## src/rtl/ram_frame_loader_pkg.sv

```systemverilog
// Shared types and constants for the framed-byte RAM loader.
// Imported by the loader top and its timeout helper.
package loader_pkg;

    typedef enum logic [2:0] {
        ST_IDLE,
        ST_ADDR_HI,
        ST_ADDR_LO,
        ST_LEN,
        ST_DATA_HI,
        ST_DATA_LO,
        ST_CHECK
    } loader_state_t;

    localparam logic [7:0] SYNC_BYTE_DEFAULT = 8'hA5;
    localparam int         LEN_ZERO_MEANS    = 256;

    // A length byte of zero encodes the maximum frame of 256 words.
    function automatic logic [8:0] len_to_words(input logic [7:0] len);
        return (len == 8'd0) ? 9'(LEN_ZERO_MEANS) : {1'b0, len};
    endfunction

endpackage

```

## src/rtl/ram_frame_loader_if.sv

```systemverilog
// Byte-stream input and RAM write-port output bundle of the frame loader.
// master = loader side, slave = host/RAM side.
interface ram_frame_loader_if #(
    parameter int DATA_WIDTH = 16,
    parameter int ADDR_WIDTH = 9
);
    logic [7:0]            byte_in;
    logic                  byte_valid;
    logic                  byte_ready;
    logic                  wr_en;
    logic [ADDR_WIDTH-1:0] wr_addr;
    logic [DATA_WIDTH-1:0] wr_data;
    logic                  hold_cpu;
    logic                  frame_done;
    logic                  frame_error;
    logic [8:0]            words_written;

    modport master (
        input  byte_in, byte_valid,
        output byte_ready, wr_en, wr_addr, wr_data,
        output hold_cpu, frame_done, frame_error, words_written
    );

    modport slave (
        output byte_in, byte_valid,
        input  byte_ready, wr_en, wr_addr, wr_data,
        input  hold_cpu, frame_done, frame_error, words_written
    );
endinterface

```

## src/rtl/ram_frame_loader_timeout.sv

```systemverilog
// Inter-byte idle counter: clears on clear or when disabled, flags expiry
// after TIMEOUT_CYCLES-1 idle cycles.
module loader_timeout #(
    parameter int TIMEOUT_CYCLES = 50_000_000
) (
    input  logic clk,
    input  logic reset,
    input  logic clear,
    input  logic enable,
    output logic expired
);
    localparam int CW = ($clog2(TIMEOUT_CYCLES) < 1) ? 1 : $clog2(TIMEOUT_CYCLES);
    localparam logic [CW-1:0] LAST = CW'(TIMEOUT_CYCLES - 1);

    logic [CW-1:0] cnt_q, cnt_d;

    always_comb begin
        cnt_d = cnt_q;
        if (clear || !enable) begin
            cnt_d = '0;
        end else if (cnt_q != LAST) begin
            cnt_d = cnt_q + CW'(1);
        end
    end

    always_ff @(posedge clk) begin
        if (reset) begin
            cnt_q <= '0;
        end else begin
            cnt_q <= cnt_d;
        end
    end

    assign expired = enable && (cnt_q == LAST);

endmodule

```

## src/rtl/ram_frame_loader.sv

```systemverilog
// Parses SYNC/ADDR/LEN/data/CHK frames from a byte stream and streams 16-bit
// words into the RAM write port, one cycle after each low byte is accepted.
module ram_frame_loader
    import loader_pkg::*;
#(
    parameter int         DATA_WIDTH     = 16,
    parameter int         ADDR_WIDTH     = 9,
    parameter logic [7:0] SYNC_BYTE      = SYNC_BYTE_DEFAULT,
    parameter int         TIMEOUT_CYCLES = 50_000_000
) (
    input  logic               CLK_50,
    input  logic               reset,
    ram_frame_loader_if.master bus
);
    loader_state_t         state_q, state_d;
    logic [ADDR_WIDTH-1:0] addr_q, addr_d;
    logic [7:0]            hi_q, hi_d;
    logic [8:0]            rem_q, rem_d;
    logic [7:0]            chk_q, chk_d;
    logic [8:0]            ww_q, ww_d;
    logic                  wr_en_q, wr_en_d;
    logic [ADDR_WIDTH-1:0] wr_addr_q, wr_addr_d;
    logic [DATA_WIDTH-1:0] wr_data_q, wr_data_d;
    logic                  done_q, done_d;
    logic                  err_q, err_d;
    logic                  accept;
    logic                  tmo_expired;

    // The only stall is the write cycle, so the RAM port is never contended.
    assign accept = bus.byte_valid && !wr_en_q;

    loader_timeout #(
        .TIMEOUT_CYCLES(TIMEOUT_CYCLES)
    ) u_timeout (
        .clk    (CLK_50),
        .reset  (reset),
        .clear  (accept),
        .enable (state_q != ST_IDLE),
        .expired(tmo_expired)
    );

    always_comb begin
        state_d   = state_q;
        addr_d    = addr_q;
        hi_d      = hi_q;
        rem_d     = rem_q;
        chk_d     = chk_q;
        ww_d      = ww_q;
        wr_en_d   = 1'b0;
        wr_addr_d = wr_addr_q;
        wr_data_d = wr_data_q;
        done_d    = 1'b0;
        err_d     = 1'b0;

        if (tmo_expired) begin
            // Any half-built word is simply dropped.
            state_d = ST_IDLE;
            err_d   = 1'b1;
        end else if (accept) begin
            unique case (state_q)
                ST_IDLE: begin
                    if (bus.byte_in == SYNC_BYTE) begin
                        state_d = ST_ADDR_HI;
                        chk_d   = 8'h00;
                        ww_d    = 9'd0;
                    end
                end
                ST_ADDR_HI: begin
                    hi_d    = bus.byte_in;
                    chk_d   = chk_q ^ bus.byte_in;
                    state_d = ST_ADDR_LO;
                end
                ST_ADDR_LO: begin
                    addr_d  = ADDR_WIDTH'({hi_q, bus.byte_in});
                    chk_d   = chk_q ^ bus.byte_in;
                    state_d = ST_LEN;
                end
                ST_LEN: begin
                    rem_d   = len_to_words(bus.byte_in);
                    chk_d   = chk_q ^ bus.byte_in;
                    state_d = ST_DATA_HI;
                end
                ST_DATA_HI: begin
                    hi_d    = bus.byte_in;
                    chk_d   = chk_q ^ bus.byte_in;
                    state_d = ST_DATA_LO;
                end
                ST_DATA_LO: begin
                    wr_en_d   = 1'b1;
                    wr_addr_d = addr_q;
                    wr_data_d = DATA_WIDTH'({hi_q, bus.byte_in});
                    addr_d    = addr_q + ADDR_WIDTH'(1);
                    ww_d      = ww_q + 9'd1;
                    rem_d     = rem_q - 9'd1;
                    chk_d     = chk_q ^ bus.byte_in;
                    state_d   = (rem_q == 9'd1) ? ST_CHECK : ST_DATA_HI;
                end
                ST_CHECK: begin
                    done_d  = (bus.byte_in == chk_q);
                    err_d   = (bus.byte_in != chk_q);
                    state_d = ST_IDLE;
                end
                default: state_d = ST_IDLE;
            endcase
        end
    end

    always_ff @(posedge CLK_50) begin
        if (reset) begin
            state_q   <= ST_IDLE;
            addr_q    <= '0;
            hi_q      <= 8'h00;
            rem_q     <= 9'd0;
            chk_q     <= 8'h00;
            ww_q      <= 9'd0;
            wr_en_q   <= 1'b0;
            wr_addr_q <= '0;
            wr_data_q <= '0;
            done_q    <= 1'b0;
            err_q     <= 1'b0;
        end else begin
            state_q   <= state_d;
            addr_q    <= addr_d;
            hi_q      <= hi_d;
            rem_q     <= rem_d;
            chk_q     <= chk_d;
            ww_q      <= ww_d;
            wr_en_q   <= wr_en_d;
            wr_addr_q <= wr_addr_d;
            wr_data_q <= wr_data_d;
            done_q    <= done_d;
            err_q     <= err_d;
        end
    end

    assign bus.byte_ready    = !wr_en_q;
    assign bus.wr_en         = wr_en_q;
    assign bus.wr_addr       = wr_addr_q;
    assign bus.wr_data       = wr_data_q;
    assign bus.hold_cpu      = (state_q != ST_IDLE);
    assign bus.frame_done    = done_q;
    assign bus.frame_error   = err_q;
    assign bus.words_written = ww_q;

endmodule

```

## src/flat_wrapper.sv

```systemverilog
// flat-port wrapper written by rule: the top's interface ports become plain ports
module ram_frame_loader_flat import loader_pkg::*;
#(
    parameter int         DATA_WIDTH     = 16,
    parameter int         ADDR_WIDTH     = 9,
    parameter logic [7:0] SYNC_BYTE      = SYNC_BYTE_DEFAULT,
    parameter int         TIMEOUT_CYCLES = 50_000_000
)
  (CLK_50, reset, bus_byte_in, bus_byte_valid, bus_byte_ready, bus_wr_en, bus_wr_addr, bus_wr_data, bus_hold_cpu, bus_frame_done, bus_frame_error, bus_words_written);
  ram_frame_loader_if #(.DATA_WIDTH(DATA_WIDTH), .ADDR_WIDTH(ADDR_WIDTH)) bus_i ();
  input  logic CLK_50;
  input  logic reset;
  input wire logic [$bits(bus_i.byte_in)-1:0] bus_byte_in;
  input wire logic [$bits(bus_i.byte_valid)-1:0] bus_byte_valid;
  output wire logic [$bits(bus_i.byte_ready)-1:0] bus_byte_ready;
  output wire logic [$bits(bus_i.wr_en)-1:0] bus_wr_en;
  output wire logic [$bits(bus_i.wr_addr)-1:0] bus_wr_addr;
  output wire logic [$bits(bus_i.wr_data)-1:0] bus_wr_data;
  output wire logic [$bits(bus_i.hold_cpu)-1:0] bus_hold_cpu;
  output wire logic [$bits(bus_i.frame_done)-1:0] bus_frame_done;
  output wire logic [$bits(bus_i.frame_error)-1:0] bus_frame_error;
  output wire logic [$bits(bus_i.words_written)-1:0] bus_words_written;
  assign bus_i.byte_in = bus_byte_in;
  assign bus_i.byte_valid = bus_byte_valid;
  assign bus_byte_ready = bus_i.byte_ready;
  assign bus_wr_en = bus_i.wr_en;
  assign bus_wr_addr = bus_i.wr_addr;
  assign bus_wr_data = bus_i.wr_data;
  assign bus_hold_cpu = bus_i.hold_cpu;
  assign bus_frame_done = bus_i.frame_done;
  assign bus_frame_error = bus_i.frame_error;
  assign bus_words_written = bus_i.words_written;
  ram_frame_loader #(.DATA_WIDTH(DATA_WIDTH), .ADDR_WIDTH(ADDR_WIDTH), .SYNC_BYTE(SYNC_BYTE), .TIMEOUT_CYCLES(TIMEOUT_CYCLES)) u_core (.CLK_50(CLK_50), .reset(reset), .bus(bus_i));
endmodule
```

## config.mk

```make
export PLATFORM = sky130hd
export DESIGN_NAME = ram_frame_loader_flat
export DESIGN_NICKNAME = d
export VERILOG_FILES = /design/src/rtl/ram_frame_loader_pkg.sv /design/src/rtl/ram_frame_loader_if.sv /design/src/rtl/ram_frame_loader_timeout.sv /design/src/rtl/ram_frame_loader.sv /design/src/flat_wrapper.sv
export SDC_FILE = /design/constraint.sdc
export NUM_CORES = 1
export LEC_CHECK = 0
export CORE_MARGIN = 1.5
export CORE_UTILIZATION = 50
export DETAILED_ROUTE_END_ITERATION = 6
export HOLD_SLACK_MARGIN = 0.06
export PLACE_DENSITY_LB_ADDON = 0.3
export SKIP_CTS_REPAIR_TIMING = 1
export SLEW_MARGIN = 20
export SYNTH_ARGS = -nofsm -noshare
export SYNTH_HDL_FRONTEND = slang
export SYNTH_SLANG_ARGS = --single-unit
```

## constraint.sdc

```tcl
create_clock -name CLK_50 -period 3.34 [get_ports CLK_50]
set_input_delay 1.002 -clock CLK_50 [delete_from_list [all_inputs] [get_ports CLK_50]]
set_output_delay 1.002 -clock CLK_50 [all_outputs]
set_load 0.01 [all_outputs]
```

**Yosys cells after proc, flatten, opt, wreduce, memory -nomap -nowiden**

Index checks and enable logic that the tools add are counted.

- Eq/ne operators: 13
- Bitwise operators: 4
- Muxes and demuxes: 14
- Reductions and logical operators: 25
- $add $sub $neg: 4

Operators by type and width:

| kind | count |
|---|---|
| $pmux 9 s2 | 3 |
| $add 26x1->26 const B | 1 |
| $eq 26x26->1 const B | 1 |
| $ne 26x26->1 const B | 1 |
| $add 9x1->9 const B | 2 |
| $mux 9 | 2 |
| $pmux 3 s6 | 1 |
| $pmux 8 s2 | 1 |
| $reduce_and 3->1 | 4 |
| $eq 3x3->1 const B | 3 |
| $eq 9x1->1 const B | 1 |
| $sub 9x1->9 const B | 1 |
| $eq 8x8->1 | 1 |
| $eq 8x8->1 const B | 1 |
| $logic_not 8->1 | 1 |
| $mux 8 | 1 |
| $ne 8x8->1 | 1 |
| $reduce_and 4->1 | 2 |
| $reduce_bool 2->1 | 4 |
| $xor 8x8->8 | 1 |
| $eq 3x2->1 const B | 2 |
| $reduce_or 2->1 | 3 |
| $reduce_or 5->1 | 1 |
| $mux 1 | 4 |
| 13 further kinds | 17 |

- Word-level logic and storage cells: 72
- Input port bits: 11
- Register bits after elaboration: 100
- Output and inout bits: 39

**Logic depth before layout (Yosys ltp)**

- Word-level depth: 4
- Depth in mapped cells: 8
- Depth with buffers taken out: 6

**Cells and area by module**

From an unflattened synthesis, not the netlist that was laid out.

- Cells, all modules: 613
- Area, all modules: 4812.1 um^2

By module, submodules not included:

| module | instances | area an instance (um^2) | cells each | seq. area each (um^2) |
|---|---|---|---|---|
| ram_frame_loader | 1 | 3468.3 | 451 | 1481.4 |
| loader_timeout | 1 | 1343.8 | 162 | 520.5 |

**Least setup slack after synthesis**

No wires, ideal clock.

- Path kind: input -> register
- Start point: in bus_byte_in[1]
- End point: reg u_core.ww_q[6], in the netlist u_core.bus.words_written[6]
- Stages on the path: 5
- Data arrival time: 2.336 ns
- Required time: 3.218 ns
- Path slack: 0.882 ns
- Library setup time: 0.122 ns
- Buffers on the path: 0
- Cell sequence: or4_4 -> nor2_4 -> a31oi_4 -> a21boi_4 -> a221o_1

- Longest elaborated chain between the ends: 3

Ends and longest elaborated chain:

| element | line | RTL |
|---|---|---|
| from (decl) | flat_wrapper.sv:13 | `input wire logic [$bits(bus_i.byte_in)-1:0] bus_byte_in;` |
| $eq 8x8->1 | ram_frame_loader.sv:62 | `if (bus.byte_in == SYNC_BYTE) begin` |
| $ne 2x1->1 (no line) | n/a |  |
| $reduce_and 4->1 (no line) | n/a |  |
| to (signal assigned) | ram_frame_loader.sv:127 | `ww_q <= ww_d;` |
| to (decl) | ram_frame_loader.sv:20 | `logic [8:0] ww_q, ww_d;` |

No other way between the ends.
A chain may end at the register's enable or synchronous reset.

**Worst setup path after layout**

- Start point: reg u_core.state_q[2]
- End point: out bus_hold_cpu

- Longest elaborated chain between the ends: 1

Ends and longest elaborated chain:

| element | line | RTL |
|---|---|---|
| from (decl) | ram_frame_loader.sv:15 | `loader_state_t state_q, state_d;` |
| from (signal assigned) | ram_frame_loader.sv:122 | `state_q <= state_d;` |
| $reduce_bool 3->1 | ram_frame_loader.sv:140 | `assign bus.hold_cpu = (state_q != ST_IDLE);` |
| to (decl) | flat_wrapper.sv:19 | `output wire logic [$bits(bus_i.hold_cpu)-1:0] bus_hold_cpu;` |

No other way between the ends.

==> out/qor.csv <==
metric,value,unit
dieArea,0.0104,mm²
synth_ff_type,dfxtp_1,
vias,4393,
die_y,102,µm
numCtsBuffers,9,
crit_fanout,12,
worstSetupPathType,register to primary output,
synth_top_area_cell,dfxtp_1,
drive_above_1_share,0.0916,
clock-root-buffer,clkbuf_8,
clockBufferDepth,2,
cp-start-kind,register,
nets,634,
power.density,360,mW/mm²
drtPass1Iterations,5,
grt_antenna_before_repair,0,
clock_skew,0.0157,ns
synth_cell_types,55,
htreeDepth,3,
nFillCells,869,
finalCritPeriodShare,0.838,
min-delay-start,u_core.hi_q[1]$_SDFFE_PP0P_,
p_leak,1.99,nW
cts_tree,yes,
utilization,0.603,
antenna_left,0,
remaining_drc_errors,0,
coreArea,0.00937,mm²
peakVddDrop,0.000254,V
worstMarginPinSlew,0.984,ns
dp_hpwl,7960,µm
status,finished clean,
routabilityCongestion,0.846,
clk_latency,0.36,ns
final_cell_mix,"100 x dfxtp_1, 59 x nand2_1, 55 x nand3_1",
cp.required,2.34,ns
grt_pass1_vias,4081,
p_comb_frac,0.038,
p_sw,0.473,mW
power_frac_clock,0.377,
yosys.area.top_type_share,0.410,
crit_arrival,1.80,ns
syn_area,0.00488,mm²
yosysSeqAreaShare,0.410,
clk_pin_slew,0.09,ns
postSynthCellCount,583,
grt_max_degree,64,
avgViaCountPerCell,5.85,
p_int,1.56,mW
clock_sinks,100,
antenna_cells,0,
ys_ff_latch,100,
slew_violations,0,
yosys-top-cells-area,"dfxtp_1 41%, nand3_1 5.6%, a21oi_1 4.8%",
start_util,0.521,
wl_per_cell,15.5,µm
die_w,102,µm
yosys_warnings,0,
io_pins,50,
grt_use_total,0.233,
ys_async_sr_fraction,0,
synth_area_per_cell,8.37,µm²
rows,35,
drtIter0Drc,247,
fin_setup_tns,0,ns
grt_pass1_wl,19400,µm
syn_nets,599,
port_buffers,49,
mostFrequentLayoutCell,dfxtp_1,
startpoint,u_core.state_q[2]$_SDFFE_PP0P_,
wl,11600,µm
period_minus_slack,2.80,ns
timing.rr.start,u_core.u_timeout.cnt_q[25]$_SDFFE_PP0P_,
maxCapViolCount,0,
grt.overflow.total,0,
hold_path.class,register to register,
maxSlewHeadroom,0.344,
synth-edff-count,0,
worstSetupEndpointType,primary output,
fmax,357,MHz
rsz0062_at_grt,no,
areaGrowthSynthToFinish,15.8,%
hold_violations,0,
swShare,0.232,
p_seq_frac,0.585,
setup_viol,0,
==> metrics by stage <==
step / power [mW] / hold WS [ns] / instances / setup slack [ns] / instance area (µm²)
finish: 2.04 / 0.473 / 751 / 0.541 / 5650
global route: 2.10 / 0.504 / 751 / 0.471 / 5650
CTS: 2.05 / 0.474 / 751 / 0.535 / 5650
detailed placement: 1.30 / 0.463 / 736 / 0.317 / 5460
global placement: 1.29 / 0.459 / 736 / 0.323 / 5460
floorplan: 1.26 / 0.443 / 583 / 0.882 / 4880
==> synthesized netlist by cell type, drive strengths merged (2+ instances only) <==
library cell / count
nor2b: 2
nor3: 11
a211oi: 7
nand4: 11
or3: 2
o41ai: 4
a21o: 5
mux2i: 17
nor3b: 4
or4: 3
o21a: 3
a221o: 2
nor4b: 3
a21boi: 2
nand2: 59
clkbuf: 19
or2: 12
a31oi: 5
a21oi: 48
nor4: 7
a2111oi: 3
xor2: 24
nand2b: 9
buf: 20
and2: 4
o32ai: 4
ha: 5
a22o: 3
inv: 9
and4: 4
nand3b: 3
o21ai: 44
and3: 6
nor2: 43
nand3: 55
dfxtp: 100
xnor2: 10
o31a: 5
==> state kept, by name, summed over array words and instances, names as in the netlist <==
signal / cells
u_core.bus.frame_done: 1
u_core.hi_q: 8
u_core.chk_q: 8
u_core.rem_q: 9
u_core.bus.wr_data: 16
u_core.bus.wr_en: 1
u_core.bus.wr_addr: 9
u_core.u_timeout.cnt_q: 26
u_core.bus.words_written: 9
u_core.bus.frame_error: 1
u_core.addr_q: 9
u_core.state_q: 3
==> worst max-delay path, cell delays in order (launching register included) <==
cell and delay [ns]:
dfxtp_1 0.44, nor3_2 0.35, inv_1 0.14, clkdlybuf4s50_1 0.50
==> power groups by stage <==
stage	sequential, mW	combinational [mW]	clock, mW
6_report	1.19	0.0766	0.769
5_1_grt	1.19	0.0825	0.823
4_1_cts	1.19	0.0761	0.781
3_5_place_dp	1.22	0.0755	0
3_3_place_gp	1.22	0.0747	0
2_1_floorplan	1.22	0.0392	0
==> cell type report <==
class | count | area (µm²) | area share
repair buffers | 63 | 591 | 0.104
inverters | 9 | 33.8 | 0.00598
clock inverters | 6 | 66.3 | 0.0117
multi-input cells | 435 | 2680 | 0.473
well taps | 129 | 161 | 0.0286
flip-flops and latches | 100 | 2000 | 0.354
clock buffers | 9 | 124 | 0.0219
==> metal layers <==
metal,share of wire,vias up,wire [µm],track usage
li1,-,2141,-,-
met1,0.46,2086,5340,0.325
met2,0.47,145,5450,0.374
met3,0.056,21,650,0.0335
met4,0.017,0,201,0.0717
met5,0,-,0,0
==> logic make-up after synthesis <==
group / after synthesis / synth area share
AO/OA/AOI/OAI: 138 / 0.181
XOR/XNOR: 34 / 0.0610
adder cells (fa/ha/maj): 5 / 0.0128
buffers and inverters: 48 / 0.0420
flip-flops: 100 / 0.410
multiplexers: 18 / 0.0372
AND/OR/NAND/NOR: 240 / 0.256
==> final timing paths <==
kind | end | slack (ns) | cells past startpoint
max reg2reg | u_core.bus.wr_addr[0]$_SDFFE_PP0P_ | 0.79 | 6
min | u_core.bus.wr_data[9]$_SDFFE_PP0P_ | 0.47 | 2
min reg2reg | u_core.bus.wr_data[9]$_SDFFE_PP0P_ | 0.47 | 2
max | bus_hold_cpu | 0.54 | 3
Note: power is estimated with default switching activity, not from simulation.
